[config.mk]
export PLATFORM = sky130hd
export DESIGN_NAME = wb_load_align_stage_flat
export DESIGN_NICKNAME = d
export VERILOG_FILES = /design/src/rtl/wb_load_align_stage_if.sv /design/src/rtl/wb_load_align_stage.sv /design/src/flat_wrapper.sv
export SDC_FILE = /design/constraint.sdc
export NUM_CORES = 1
export LEC_CHECK = 0
export ABC_AREA = 1
export CORE_MARGIN = 3
export CORE_UTILIZATION = 52
export CTS_CLUSTER_SIZE = 20
export DETAILED_ROUTE_END_ITERATION = 6
export MAX_ROUTING_LAYER = met4
export PLACE_DENSITY = 0.87
export SLEW_MARGIN = 25
export SYNTH_ARGS = -nofsm -noshare
export SYNTH_HDL_FRONTEND = slang
export SYNTH_SLANG_ARGS = --single-unit
[constraint.sdc]
create_clock -name clk -period 2.95 [get_ports clk]
set_input_delay 0.295 -clock clk [delete_from_list [all_inputs] [get_ports clk]]
set_output_delay 0.295 -clock clk [all_outputs]
set_load 0.02 [all_outputs]
[src/rtl/wb_load_align_stage_if.sv]
// MEM2->WB bundle, stage control and WB/commit-trace outputs for wb_load_align_stage.
interface wb_load_align_stage_if;
  logic        WB_Flush;
  logic        WB_Wr;
  logic [31:0] MEM2_PC;
  logic [31:0] MEM2_ALUOut;
  logic [31:0] MEM2_OutB;
  logic [31:0] MEM2_Result;
  logic [1:0]  MEM2_WbSel;
  logic [4:0]  MEM2_Dst;
  logic        MEM2_RFWr;
  logic [2:0]  MEM2_LoadType;
  logic [31:0] MEM2_DMOut;
  logic        MEM2_DMValid;
  logic [31:0] WB_Result;
  logic [4:0]  WB_Dst;
  logic        WB_RFWr;
  logic [31:0] debug_wb_pc;
  logic [3:0]  debug_wb_rf_wen;
  logic [4:0]  debug_wb_rf_wnum;
  logic [31:0] debug_wb_rf_wdata;

  // upstream side: drives the bundle, observes writeback
  modport master (
    output WB_Flush, WB_Wr, MEM2_PC, MEM2_ALUOut, MEM2_OutB, MEM2_Result,
           MEM2_WbSel, MEM2_Dst, MEM2_RFWr, MEM2_LoadType, MEM2_DMOut, MEM2_DMValid,
    input  WB_Result, WB_Dst, WB_RFWr, debug_wb_pc, debug_wb_rf_wen,
           debug_wb_rf_wnum, debug_wb_rf_wdata
  );

  // the WB stage itself
  modport slave (
    input  WB_Flush, WB_Wr, MEM2_PC, MEM2_ALUOut, MEM2_OutB, MEM2_Result,
           MEM2_WbSel, MEM2_Dst, MEM2_RFWr, MEM2_LoadType, MEM2_DMOut, MEM2_DMValid,
    output WB_Result, WB_Dst, WB_RFWr, debug_wb_pc, debug_wb_rf_wen,
           debug_wb_rf_wnum, debug_wb_rf_wdata
  );
endinterface

[src/rtl/wb_load_align_stage.sv]
// Writeback stage: MEM2->WB pipeline register, dbus read-data hold buffer
// across stalls, load alignment/extension and final RF write value select.
module wb_load_align_stage #(
  parameter logic [31:0] RESET_PC = 32'hBFC0_0000
) (
  input  logic                 clk,
  input  logic                 resetn,
  wb_load_align_stage_if.slave bus
);

  localparam logic [2:0] LT_NONE = 3'b000;
  localparam logic [2:0] LT_LB   = 3'b001;
  localparam logic [2:0] LT_LBU  = 3'b010;
  localparam logic [2:0] LT_LH   = 3'b011;
  localparam logic [2:0] LT_LHU  = 3'b100;
  localparam logic [2:0] LT_LW   = 3'b101;
  localparam logic [2:0] LT_LWL  = 3'b110;
  localparam logic [2:0] LT_LWR  = 3'b111;

  typedef enum logic {EMPTY = 1'b0, HELD = 1'b1} hold_st_e;

  logic [31:0] pc_q, pc_d;
  logic [31:0] aluout_q, aluout_d;
  logic [31:0] outb_q, outb_d;
  logic [31:0] result_q, result_d;
  logic [31:0] dmdata_q, dmdata_d;
  logic [4:0]  dst_q, dst_d;
  logic        rfwr_q, rfwr_d;
  logic [2:0]  ldtype_q, ldtype_d;
  logic [1:0]  wbsel_q, wbsel_d;
  hold_st_e    hold_st_q, hold_st_d;
  logic [31:0] hold_data_q, hold_data_d;

  // next-state: flush > write > hold; dbus data_ok parked while stalled
  always_comb begin
    pc_d        = pc_q;
    aluout_d    = aluout_q;
    outb_d      = outb_q;
    result_d    = result_q;
    dmdata_d    = dmdata_q;
    dst_d       = dst_q;
    rfwr_d      = rfwr_q;
    ldtype_d    = ldtype_q;
    wbsel_d     = wbsel_q;
    hold_st_d   = hold_st_q;
    hold_data_d = hold_data_q;
    if (bus.WB_Flush) begin
      pc_d        = RESET_PC;
      aluout_d    = '0;
      outb_d      = '0;
      result_d    = '0;
      dmdata_d    = '0;
      dst_d       = '0;
      rfwr_d      = 1'b0;
      ldtype_d    = LT_NONE;
      wbsel_d     = 2'b00;
      hold_st_d   = EMPTY;
      hold_data_d = '0;
    end else if (bus.WB_Wr) begin
      pc_d      = bus.MEM2_PC;
      aluout_d  = bus.MEM2_ALUOut;
      outb_d    = bus.MEM2_OutB;
      result_d  = bus.MEM2_Result;
      dst_d     = bus.MEM2_Dst;
      rfwr_d    = bus.MEM2_RFWr;
      ldtype_d  = bus.MEM2_LoadType;
      wbsel_d   = bus.MEM2_WbSel;
      // a parked word wins over whatever is on the bus now
      dmdata_d  = (hold_st_q == HELD) ? hold_data_q : bus.MEM2_DMOut;
      hold_st_d = EMPTY;
    end else if (hold_st_q == EMPTY && bus.MEM2_DMValid) begin
      // data_ok arrived during a stall: it will not be presented again
      hold_st_d   = HELD;
      hold_data_d = bus.MEM2_DMOut;
    end
  end

  // state registers
  always_ff @(posedge clk or negedge resetn) begin
    if (!resetn) begin
      pc_q        <= RESET_PC;
      aluout_q    <= '0;
      outb_q      <= '0;
      result_q    <= '0;
      dmdata_q    <= '0;
      dst_q       <= '0;
      rfwr_q      <= 1'b0;
      ldtype_q    <= LT_NONE;
      wbsel_q     <= 2'b00;
      hold_st_q   <= EMPTY;
      hold_data_q <= '0;
    end else begin
      pc_q        <= pc_d;
      aluout_q    <= aluout_d;
      outb_q      <= outb_d;
      result_q    <= result_d;
      dmdata_q    <= dmdata_d;
      dst_q       <= dst_d;
      rfwr_q      <= rfwr_d;
      ldtype_q    <= ldtype_d;
      wbsel_q     <= wbsel_d;
      hold_st_q   <= hold_st_d;
      hold_data_q <= hold_data_d;
    end
  end

  logic [1:0]  a;
  logic [7:0]  byte_sel;
  logic [15:0] half_sel;
  logic [31:0] load_data;

  assign a        = aluout_q[1:0];
  assign half_sel = a[1] ? dmdata_q[31:16] : dmdata_q[15:0];

  // byte lane pick for LB/LBU
  always_comb begin
    byte_sel = dmdata_q[7:0];
    case (a)
      2'd0: byte_sel = dmdata_q[7:0];
      2'd1: byte_sel = dmdata_q[15:8];
      2'd2: byte_sel = dmdata_q[23:16];
      2'd3: byte_sel = dmdata_q[31:24];
      default: byte_sel = dmdata_q[7:0];
    endcase
  end

  // load alignment/extension; misaligned LH/LW use a[1] / ignore a
  always_comb begin
    load_data = dmdata_q;
    case (ldtype_q)
      LT_LB:  load_data = {{24{byte_sel[7]}}, byte_sel};
      LT_LBU: load_data = {24'h0, byte_sel};
      LT_LH:  load_data = {{16{half_sel[15]}}, half_sel};
      LT_LHU: load_data = {16'h0, half_sel};
      LT_LW:  load_data = dmdata_q;
      LT_LWL: begin
        case (a)
          2'd0: load_data = {dmdata_q[7:0],  outb_q[23:0]};
          2'd1: load_data = {dmdata_q[15:0], outb_q[15:0]};
          2'd2: load_data = {dmdata_q[23:0], outb_q[7:0]};
          default: load_data = dmdata_q;
        endcase
      end
      LT_LWR: begin
        case (a)
          2'd0: load_data = dmdata_q;
          2'd1: load_data = {outb_q[31:24], dmdata_q[31:8]};
          2'd2: load_data = {outb_q[31:16], dmdata_q[31:16]};
          default: load_data = {outb_q[31:8], dmdata_q[31:24]};
        endcase
      end
      default: load_data = dmdata_q;
    endcase
  end

  logic [31:0] wb_result;
  assign wb_result = (wbsel_q == 2'b11 && ldtype_q != LT_NONE) ? load_data : result_q;

  assign bus.WB_Result         = wb_result;
  assign bus.WB_Dst            = dst_q;
  assign bus.WB_RFWr           = rfwr_q;
  assign bus.debug_wb_pc       = pc_q;
  assign bus.debug_wb_rf_wen   = {4{rfwr_q}};
  assign bus.debug_wb_rf_wnum  = dst_q;
  assign bus.debug_wb_rf_wdata = wb_result;

endmodule
[src/flat_wrapper.sv]
// flat-port wrapper written by rule: the top's interface ports become plain ports
module wb_load_align_stage_flat 
#(
  parameter logic [31:0] RESET_PC = 32'hBFC0_0000
)
  (clk, resetn, bus_WB_Flush, bus_WB_Wr, bus_MEM2_PC, bus_MEM2_ALUOut, bus_MEM2_OutB, bus_MEM2_Result, bus_MEM2_WbSel, bus_MEM2_Dst, bus_MEM2_RFWr, bus_MEM2_LoadType, bus_MEM2_DMOut, bus_MEM2_DMValid, bus_WB_Result, bus_WB_Dst, bus_WB_RFWr, bus_debug_wb_pc, bus_debug_wb_rf_wen, bus_debug_wb_rf_wnum, bus_debug_wb_rf_wdata);
  wb_load_align_stage_if bus_i ();
  input  logic clk;
  input  logic resetn;
  input wire logic [$bits(bus_i.WB_Flush)-1:0] bus_WB_Flush;
  input wire logic [$bits(bus_i.WB_Wr)-1:0] bus_WB_Wr;
  input wire logic [$bits(bus_i.MEM2_PC)-1:0] bus_MEM2_PC;
  input wire logic [$bits(bus_i.MEM2_ALUOut)-1:0] bus_MEM2_ALUOut;
  input wire logic [$bits(bus_i.MEM2_OutB)-1:0] bus_MEM2_OutB;
  input wire logic [$bits(bus_i.MEM2_Result)-1:0] bus_MEM2_Result;
  input wire logic [$bits(bus_i.MEM2_WbSel)-1:0] bus_MEM2_WbSel;
  input wire logic [$bits(bus_i.MEM2_Dst)-1:0] bus_MEM2_Dst;
  input wire logic [$bits(bus_i.MEM2_RFWr)-1:0] bus_MEM2_RFWr;
  input wire logic [$bits(bus_i.MEM2_LoadType)-1:0] bus_MEM2_LoadType;
  input wire logic [$bits(bus_i.MEM2_DMOut)-1:0] bus_MEM2_DMOut;
  input wire logic [$bits(bus_i.MEM2_DMValid)-1:0] bus_MEM2_DMValid;
  output wire logic [$bits(bus_i.WB_Result)-1:0] bus_WB_Result;
  output wire logic [$bits(bus_i.WB_Dst)-1:0] bus_WB_Dst;
  output wire logic [$bits(bus_i.WB_RFWr)-1:0] bus_WB_RFWr;
  output wire logic [$bits(bus_i.debug_wb_pc)-1:0] bus_debug_wb_pc;
  output wire logic [$bits(bus_i.debug_wb_rf_wen)-1:0] bus_debug_wb_rf_wen;
  output wire logic [$bits(bus_i.debug_wb_rf_wnum)-1:0] bus_debug_wb_rf_wnum;
  output wire logic [$bits(bus_i.debug_wb_rf_wdata)-1:0] bus_debug_wb_rf_wdata;
  assign bus_i.WB_Flush = bus_WB_Flush;
  assign bus_i.WB_Wr = bus_WB_Wr;
  assign bus_i.MEM2_PC = bus_MEM2_PC;
  assign bus_i.MEM2_ALUOut = bus_MEM2_ALUOut;
  assign bus_i.MEM2_OutB = bus_MEM2_OutB;
  assign bus_i.MEM2_Result = bus_MEM2_Result;
  assign bus_i.MEM2_WbSel = bus_MEM2_WbSel;
  assign bus_i.MEM2_Dst = bus_MEM2_Dst;
  assign bus_i.MEM2_RFWr = bus_MEM2_RFWr;
  assign bus_i.MEM2_LoadType = bus_MEM2_LoadType;
  assign bus_i.MEM2_DMOut = bus_MEM2_DMOut;
  assign bus_i.MEM2_DMValid = bus_MEM2_DMValid;
  assign bus_WB_Result = bus_i.WB_Result;
  assign bus_WB_Dst = bus_i.WB_Dst;
  assign bus_WB_RFWr = bus_i.WB_RFWr;
  assign bus_debug_wb_pc = bus_i.debug_wb_pc;
  assign bus_debug_wb_rf_wen = bus_i.debug_wb_rf_wen;
  assign bus_debug_wb_rf_wnum = bus_i.debug_wb_rf_wnum;
  assign bus_debug_wb_rf_wdata = bus_i.debug_wb_rf_wdata;
  wb_load_align_stage #(.RESET_PC(RESET_PC)) u_core (.clk(clk), .resetn(resetn), .bus(bus_i));
endmodule
==> flow_summary.yaml, run 1 <==
global_route:
  overflow: 0
  grt_pass1_vias: 9358
  grt_max_degree: 119
  grt_usage_pct: 32.46
  grt_pass1_wl_um: 50160
  antenna_found_initial: 0
cts:
  cts_buffers: 17
  cts_root_buf: "clkbuf_16"
  cts.sinks: 174
  clk_pin_slew_worst_paths_ns: 0.07
  cts_tree: "built"
  clockBufferDepth: 2
  cts_max_level: 4
  clkLatencyLatePin_ns: 0.44
  post_cts_buffers: 0
die:
  die_area_um2: 20080
  start_util_pct: 54.24
  die_h_um: 141.7
  rows: 48
  core_um2: 17660
  die_x_um: 141.7
  ios: 287
yosys:
  syn_nets: 1438
  synth_cells: 1262
  ys_seq_area_share_pct: 45.58
  synthDistinctLibCells: 21
  yosys_warnings: 0
  synth_top_cell_area_share_pct: 43.11
  ys_seq_elements: 174
  synth_top_area_cell: "dfrtp_1"
  syn_area_um2: 9577
  netlist_top_cells_area: "dfrtp_1 43%, nand2_1 13%, o21ai_0 7.9%, a22o_1 7.9%, nand3_1 5.0%"
  avgSynthCellArea_um2: 7.588
worst_setup_path:
  end_kind: "output pin"
  crit_chain: "buf_12 > nand2_1 > nand2_1 > nand2_1 > nand3_4 > nand2_4 > o21ai_1 > nand2_1 > clkdlybuf4s50_1"
  cp_max_fo: 41
  crit_path_top_delay_cell: "clkdlybuf4s50_1"
  crit_type: "register to output pin"
  start_kind: "register"
  crit_top_cell: "nand2_1"
  critPathRequiredTime_ns: 2.65
  crit_arrival_ns: 2.60
  critPathMaxStageDelay_ns: 0.56
place:
  port_buffers: 256
  gp_congestion: 0.9819
  dpl.hpwl_um: 22670
drt:
  first_iter_violations: 1010
  antenna_left: 0
  wl_um: 32000
  post_drt_wl_per_cell_um: 18.95
  drc: 0
  via_per_inst: 5.728
  drtPass1Iterations: 5
  via_count: 9669
final_layout:
  nets: 1626
  multi_input_area_um2: 4192
  nFillCells: 1399
  syn_to_final_growth_pct: 33.75
  final-seq-area_um2: 4370
  n_antenna_cell: 0
  final_layout_size_suffix_gt1_share_pct: 7.314
timing:
  rsz0062_at_grt: "false"
  setup_tns_ns: 0
  worst-slew-pin-transition_ns: 0.7198
  max_freq_ghz: 0.3460
  finalCritPeriodShare_pct: 97.98
  drv_slew: 0
  hold_violations: 0
  setup-violations-final: 0
  period_minus_slack_ns: 2.890
  maxSlewHeadroom_pct: 51.51
  fin_worst_skew_ns: 0.01233
outcome:
  status: "finished, final reports clean"
hold_path:
  hold_path_class: "primary input to register"
power_and_ir_drop:
  total_power_mw: 6.113
  power_density_nw_per_um2: 477.3
  max-vdd-ir-drop_uv: 527.2
  leakage_nw: 6.467
flow_run:
  drv_cap: 0
==> report_power, final <==
| group | switching (mW) | internal [mW] | total (mW) |
|---|---|---|---|
| clock network | 1.09 | 1.15 | 2.24 |
| logic | 0.698 | 0.531 | 1.23 |
| registers | 0.116 | 2.53 | 2.64 |
==> sequential cells by signal (all words and copies together), names as in the netlist <==
signal and cells:
u_core.bus.debug_wb_pc 32, u_core.dmdata_q 32, u_core.hold_data_q 32, u_core.outb_q 32, u_core.result_q 32, u_core.bus.WB_Dst 5, u_core.ldtype_q 3, u_core.aluout_q 2
u_core.wbsel_q 2, u_core.bus.WB_RFWr 1, u_core.hold_st_q 1
==> layer usage <==
metal	share of wire, %	GRT usage, %
met2	48	51.67
met1	41	42.71
met3	7.8	4.617
met4	3.1	11.67
met5	0	-
==> critical path, delay by kind of cell (launching register included) <==
| family | cells | cell delay [ns] |
|---|---|---|
| flops | 1 | 0.46 |
| simple gates | 6 | 0.62 |
| buf+inv | 2 | 0.79 |
| compound gates | 1 | 0.26 |
==> layout make-up <==
type,count,share of cell area (%)
clock inverter,14,1.133
timing repair buffer,294,23.29
multi-input combinational,857,32.72
inverter,106,3.106
clock buffer,18,3.429
tap,225,2.198
sequential,174,34.12
==> cells in the final DEF (no fill, tap or decap), types with 28 or more instances in the layout <==
master	instances
nand3_1	95
nor2_1	83
o21ai_0	151
nand2_1	336
a21oi_1	73
clkdlybuf4s50_1	203
dfrtp_1	161
buf_4	28
inv_1	99
a22o_1	86
==> final timing paths <==
check | start | slack [ns] | cells after the start | endpoint
setup / recovery | u_core.aluout_q[1] | 0.06 | 9 | bus_debug_wb_rf_wdata[16]
hold / removal | bus_MEM2_PC[26] | 0.42 | 2 | u_core.bus.debug_wb_pc[26]
setup reg to reg | u_core.hold_st_q | 1.18 | 6 | u_core.hold_data_q[11]
hold reg to reg | u_core.bus.debug_wb_pc[2] | 0.51 | 1 | u_core.bus.debug_wb_pc[2]
max in group asynchronous | resetn | 1.74 | 3 | u_core.bus.debug_wb_pc[28]
min in group asynchronous | resetn | 0.43 | 2 | u_core.dmdata_q[4]
==> synthesized netlist by cell type, drive strengths merged <==
cell      n
nand2   340
dfrtp   165
o21ai   161
inv     106
nand3    98
nor2     89
a22o     86
buf      78
a21oi    73
clkbuf   47
dfstp     9
o22a      9
nor3      1
==> repair_timing <==
action,in CTS,in global routing
endpoints found under the hold margin,65,0
cloned,0,0
hold buffers,1,0
endpoints found under the setup margin,48,37
resized for setup,32,37
==> per-stage QoR <==
stage	cells	setup WS (ns)	util, %	cell area, um^2	hold slack [ns]
finish	1688	0.05952	72.54	12810	0.4162
global route	1688	0.006285	72.54	12810	0.4158
CTS	1688	0.001888	71.98	12710	0.4085
detailed placement	1655	0.3660	68.71	12130	0.3534
global placement	1655	0.3973	68.71	12130	0.3444
floorplan	1262	1.038	-	9577	-0.0005911
==> cells by family after synthesis <==
| family | share of synthesized area [%] |
|---|---|
| flip-flops | 45.58 |
| AO/OA/AOI/OAI | 20.92 |
| buffers and inverters | 11.17 |
| AND/OR/NAND/NOR | 22.33 |
Note: power is estimated with default switching activity, not from simulation.
==> run 2, diff against run 1 <==
--- a/constraint.sdc
+++ b/constraint.sdc
@@ -3,2 +3,2 @@
 set_output_delay 0.295 -clock clk [all_outputs]
-set_load 0.02 [all_outputs]
+set_load 0.005 [all_outputs]
==> run 2 against run 1 <==
The run now ends with DRC left; clock skew decreased by 0.0036 ns; non-clock buffer count increased by 8; critical path depth increased by 3; flip-flop and latch count did not move; clock-buffer cell count is 2 higher.
==> flow_summary.yaml, run 2 (synthesized netlist as in run 1, its figures left out) <==
outcome:
  status: "finished with violations"
  failed_checks: "DRC"
final_layout:
  syn_to_final_growth_pct: 35.56
  layout_common_cells: "326 x nand2_1, 254 x clkdlybuf4s50_1, 160 x dfrtp_1, 149 x o21ai_0, 99 x inv_1"
  finalNonFillerCells: 1696
  final_layout_size_suffix_gt1_share_pct: 8.973
  n_antenna_cell: 0
  final-seq-area_um2: 4372
  nFillCells: 1384
  final_area_um2: 12980
  final_common_cell: "nand2_1"
  final_util_pct: 73.53
  nets: 1634
  multi_input_area_um2: 4269
worst_setup_path:
  reg2reg_slack_ns: 1.15
  crit_arrival_ns: 2.60
  critPathRequiredTime_ns: 2.65
  end_kind: "output pin"
  reg2reg_depth: 4
  start_kind: "register"
  cp_max_fo: 20
  crit_type: "register to output pin"
  r2r_end: "u_core.dmdata_q[18]"
  rr_startpoint: "u_core.hold_st_q"
global_route:
  overflow: 0
  grt_pass1_wl_um: 51450
  antenna_found_initial: 0
  grt_max_degree: 119
  grt_usage_pct: 33.24
  grt_pass1_vias: 9449
timing:
  setup-violations-final: 0
  hold_violations: 0
  worst-slew-pin-transition_ns: 0.7662
  period_minus_slack_ns: 2.900
  drv_slew: 0
  fin_worst_skew_ns: 0.008682
  worst_slack_ns: 0.05029
  setup_tns_ns: 0
  rsz0062_at_grt: "true"
  whs_ns: 0.4197
  max_freq_ghz: 0.3449
  finalCritPeriodShare_pct: 98.30
  maxSlewHeadroom_pct: 48.92
hold_path:
  hp-start: "bus_MEM2_PC[25]"
  min_path_cells: 2
  hold_path_class: "primary input to register"
  holdPathEnd: "u_core.bus.debug_wb_pc[25]"
cts:
  cts.sinks: 174
  cts_tree: "built"
  cts_buffers: 17
  cts_root_buf: "clkbuf_16"
  cts_max_level: 4
  clockBufferDepth: 2
  clkLatencyLatePin_ns: 0.44
  clk_pin_slew_worst_paths_ns: 0.07
power_and_ir_drop:
  clkPwrFrac_pct: 37.0
  switchingPower_mw: 1.797
  power_density_nw_per_um2: 468.9
  p_comb_share_pct: 19.4
  leakage_nw: 6.036
  max-vdd-ir-drop_uv: 508.0
  p_int_mw: 4.291
  total_power_mw: 6.088
  seqPwrFrac_pct: 43.6
  swShare_pct: 29.51
drt:
  first_iter_violations: 1288
  post_drt_wl_per_cell_um: 19.49
  via_count: 9983
  wl_um: 33050
  via_per_inst: 5.886
  drc: 1
  drtPass1Iterations: 7
  antenna_left: 0
place:
  port_buffers: 256
  dpl.hpwl_um: 22310
  dp.cells: 1652
  dp_slack_ns: 0.2593
  placed_area_um2: 12110
  gp_congestion: 0.9963
flow_run:
  drv_cap: 0
die:
  die_h_um: 141.7
  start_util_pct: 54.24
  die_x_um: 141.7
  rows: 48
  ios: 287
  die_area_um2: 20080
  core_um2: 17660
[run 2: cell types whose count changed in the layout (fill, tap and decap cells not counted), sizes merged, moves of 2 or more]
| cell | change |
|---|---|
| buf | +5 |
| clkbuf | +4 |
| clkdlybuf4s50 | +51 |
| dlygate4sd2 | -25 |
| dlymetal6s2s | -26 |
| inv | -2 |
[run 2: cell type report]
class	count	share of cell area (%)
clock buffer	20	3.604
clock inverter	12	0.9348
inverter	106	3.132
multi-input combinational	857	32.88
sequential	174	33.67
tap	225	2.168
timing repair buffer	302	23.60
[run 2: power groups by stage]
stage | combinational (mW) | sequential, mW | clock (mW)
final | 1.18 | 2.65 | 2.25
after global routing | 1.29 | 2.66 | 2.37
after CTS | 1.14 | 2.64 | 2.27
after detailed placement | 1.11 | 2.69 | 0
after global placement | 1.09 | 2.68 | 0
after floorplan | 0.552 | 2.64 | 0
[run 2: critical path, stage by stage (launching register included)]
cell and delay (ns):
dfrtp_2 0.49, buf_12 0.19, nor2_4 0.17, buf_12 0.15
buf_4 0.13, nand2_1 0.06, nand2_1 0.07, nor2_1 0.04
nor2_1 0.09, nand3_1 0.13, nand2_1 0.09, nand2_1 0.09
clkdlybuf4s50_1 0.46
[run 2: worst max path at each step]
stage                  startpoint                         to  slack, ns  depth (start not counted)
2_1_floorplan  u_core.aluout_q[0]  bus_debug_wb_rf_wdata[10]       1.20                         11
3_3_place_gp   u_core.aluout_q[0]          bus_WB_Result[30]       0.28                         10
3_5_place_dp   u_core.aluout_q[0]          bus_WB_Result[30]       0.26                         10
4_1_cts        u_core.ldtype_q[2]          bus_WB_Result[23]      -0.03                         10
5_1_grt        u_core.aluout_q[0]           bus_WB_Result[6]      -0.04                          9
6_report       u_core.aluout_q[1]          bus_WB_Result[28]       0.05                         12
[run 2: per-layer routing]
metal  share of wire [%]  vias to the layer above  global-route usage, %
met2                  47                      655                  49.88
li1                    -                     4515                      -
met1                  39                     4699                  45.33
met3                 9.9                      114                  5.831
met4                 4.0                        0                  12.93
met5                   0                        -                      -
[run 2: timing repair]
item | CTS | global route
gates cloned | 1 | 2
resized for setup | 12 | 35
hold buffers | 1 | 0
pin swaps | 1 | 2
hold endpoints to repair | 74 | 0
setup buffers | 2 | 6
endpoints found under the setup margin | 46 | 64
==> run 3, diff against run 2 <==
CORE_UTILIZATION = 48   (was 52)
CTS_CLUSTER_DIAMETER = 40   (was unset)
PLACE_DENSITY = 0.81   (was 0.87)
clock period = 3.1 ns   (was 2.95 ns; I/O delays follow)
==> run 3 against run 2 <==
The run now ends clean; combinational power decreased by 9%; critical path depth shrank 2; sequential power down 5%; clock skew barely moved; non-clock buffer count decreased by 16; worst setup slack gained 0.014 ns; total power down 5.5%; clock-buffer cell count decreased by 1; final area shrank 1.9%; critical endpoint is now bus_debug_wb_rf_wdata[20]; largest power group unchanged.
==> flow_summary.yaml, run 3 (synthesized netlist as in run 1, its figures left out) <==
timing:
  worst-slew-pin-transition_ns: 0.6170
  whs_ns: 0.4257
  maxSlewHeadroom_pct: 58.87
  setup-violations-final: 0
  finalCritPeriodShare_pct: 97.91
  drv_slew: 0
  max_freq_ghz: 0.3295
  hold_violations: 0
  fin_worst_skew_ns: 0.008897
  period_minus_slack_ns: 3.035
  rsz0062_at_grt: "true"
  worst_slack_ns: 0.06472
  setup_tns_ns: 0
power_and_ir_drop:
  total_power_mw: 5.756
  power_density_nw_per_um2: 451.9
  swShare_pct: 29.73
  seqPwrFrac_pct: 43.7
  switchingPower_mw: 1.711
  p_comb_share_pct: 18.5
  max-vdd-ir-drop_uv: 348.1
  p_int_mw: 4.045
  clkPwrFrac_pct: 37.8
  leakage_nw: 5.907
drt:
  antenna_left: 0
  via_count: 9439
  post_drt_wl_per_cell_um: 18.06
  wl_um: 31070
  drtPass1Iterations: 6
  via_per_inst: 5.488
  first_iter_violations: 963
  drc: 0
final_layout:
  final_layout_size_suffix_gt1_share_pct: 6.254
  n_antenna_cell: 0
  finalNonFillerCells: 1720
  final_util_pct: 65.23
  layout_common_cells: "337 x nand2_1, 255 x clkdlybuf4s50_1, 164 x dfrtp_1, 151 x o21ai_0, 99 x inv_1"
  final_area_um2: 12740
  nets: 1618
  final_common_cell: "nand2_1"
  syn_to_final_growth_pct: 33.00
  nFillCells: 1698
cts:
  cts_root_buf: "clkbuf_16"
  cts_buffers: 17
  clkLatencyLatePin_ns: 0.44
  clockBufferDepth: 2
  clk_pin_slew_worst_paths_ns: 0.07
  cts.sinks: 174
  cts_max_level: 4
  cts_tree: "built"
flow_run:
  drv_cap: 0
die:
  die_area_um2: 21680
  die_h_um: 147.3
  rows: 51
  core_um2: 19530
  start_util_pct: 49.05
  die_x_um: 147.3
  ios: 287
place:
  dp_slack_ns: 0.4993
  placed_area_um2: 12090
  dpl.hpwl_um: 21760
  port_buffers: 256
  dp.cells: 1686
  gp_congestion: 1.015
worst_setup_path:
  cp_max_fo: 17
  r2r_end: "u_core.hold_data_q[0]"
  crit_type: "register to output pin"
  critPathRequiredTime_ns: 2.79
  reg2reg_slack_ns: 1.49
  end_kind: "output pin"
  rr_startpoint: "u_core.hold_st_q"
  start_kind: "register"
  reg2reg_depth: 6
  crit_arrival_ns: 2.73
global_route:
  grt_pass1_wl_um: 48650
  grt_max_degree: 119
  overflow: 0
  antenna_found_initial: 0
  grt_pass1_vias: 9086
  grt_usage_pct: 28.95
outcome:
  status: "finished, final reports clean"
hold_path:
  hold_path_class: "primary input to asynchronous set/reset pin"
run 3: what timing repair did:
action,in CTS,in global routing
endpoints found under the hold margin,59,0
setup buffers,0,1
hold buffers,1,0
setup endpoints to repair,0,57
gates resized for setup,0,13
run 3: critical path: stages, from the launching register on:
cell and delay [ns]:
dfrtp_1 0.49, nor2_1 0.11, nand2_1 0.16, nand2_1 0.13, inv_4 0.20, nand2_2 0.11, inv_2 0.06, nand2_2 0.15
o21ai_1 0.29, nand2_1 0.12, clkdlybuf4s50_1 0.47
run 3: layout make-up:
class,instances,area (um^2),area share [%]
clock buffer,19,454.2,3.566
inverter,106,406.6,3.193
sequential,174,4367,34.28
clock inverter,13,140.1,1.100
timing repair buffer,286,2858,22.44
tap,265,331.6,2.603
multi-input combinational,857,4180,32.82
run 3: how the worst max path moves through the flow:
stage                                      to  slack, ns  cells after the start               start
floorplan           bus_debug_wb_rf_wdata[10]       1.33                     11  u_core.aluout_q[0]
global placement            bus_WB_Result[30]       0.50                     10  u_core.aluout_q[0]
detailed placement          bus_WB_Result[30]       0.50                     10  u_core.aluout_q[0]
CTS                         bus_WB_Result[30]      0.008                     10  u_core.aluout_q[0]
global route        bus_debug_wb_rf_wdata[30]      -0.03                     11  u_core.ldtype_q[0]
finish              bus_debug_wb_rf_wdata[20]       0.06                     10  u_core.ldtype_q[0]
run 3: routing by layer:
metal	share of wire, %	wire length, um	vias to the layer above	track usage, %
li1	-	-	4478	-
met1	41	12850	4359	38.22
met2	46	14230	505	43.96
met3	8.0	2492	97	4.719
met4	4.8	1499	0	13.70
met5	0	0	-	-
run 3: power by group through the flow:
stage	Combinational, mW	Sequential (mW)	Clock [mW]
floorplan	0.525	2.52	0
global placement	1.04	2.55	0
detailed placement	1.05	2.55	0
CTS	1.06	2.51	2.20
global route	1.17	2.52	2.27
finish	1.07	2.51	2.18
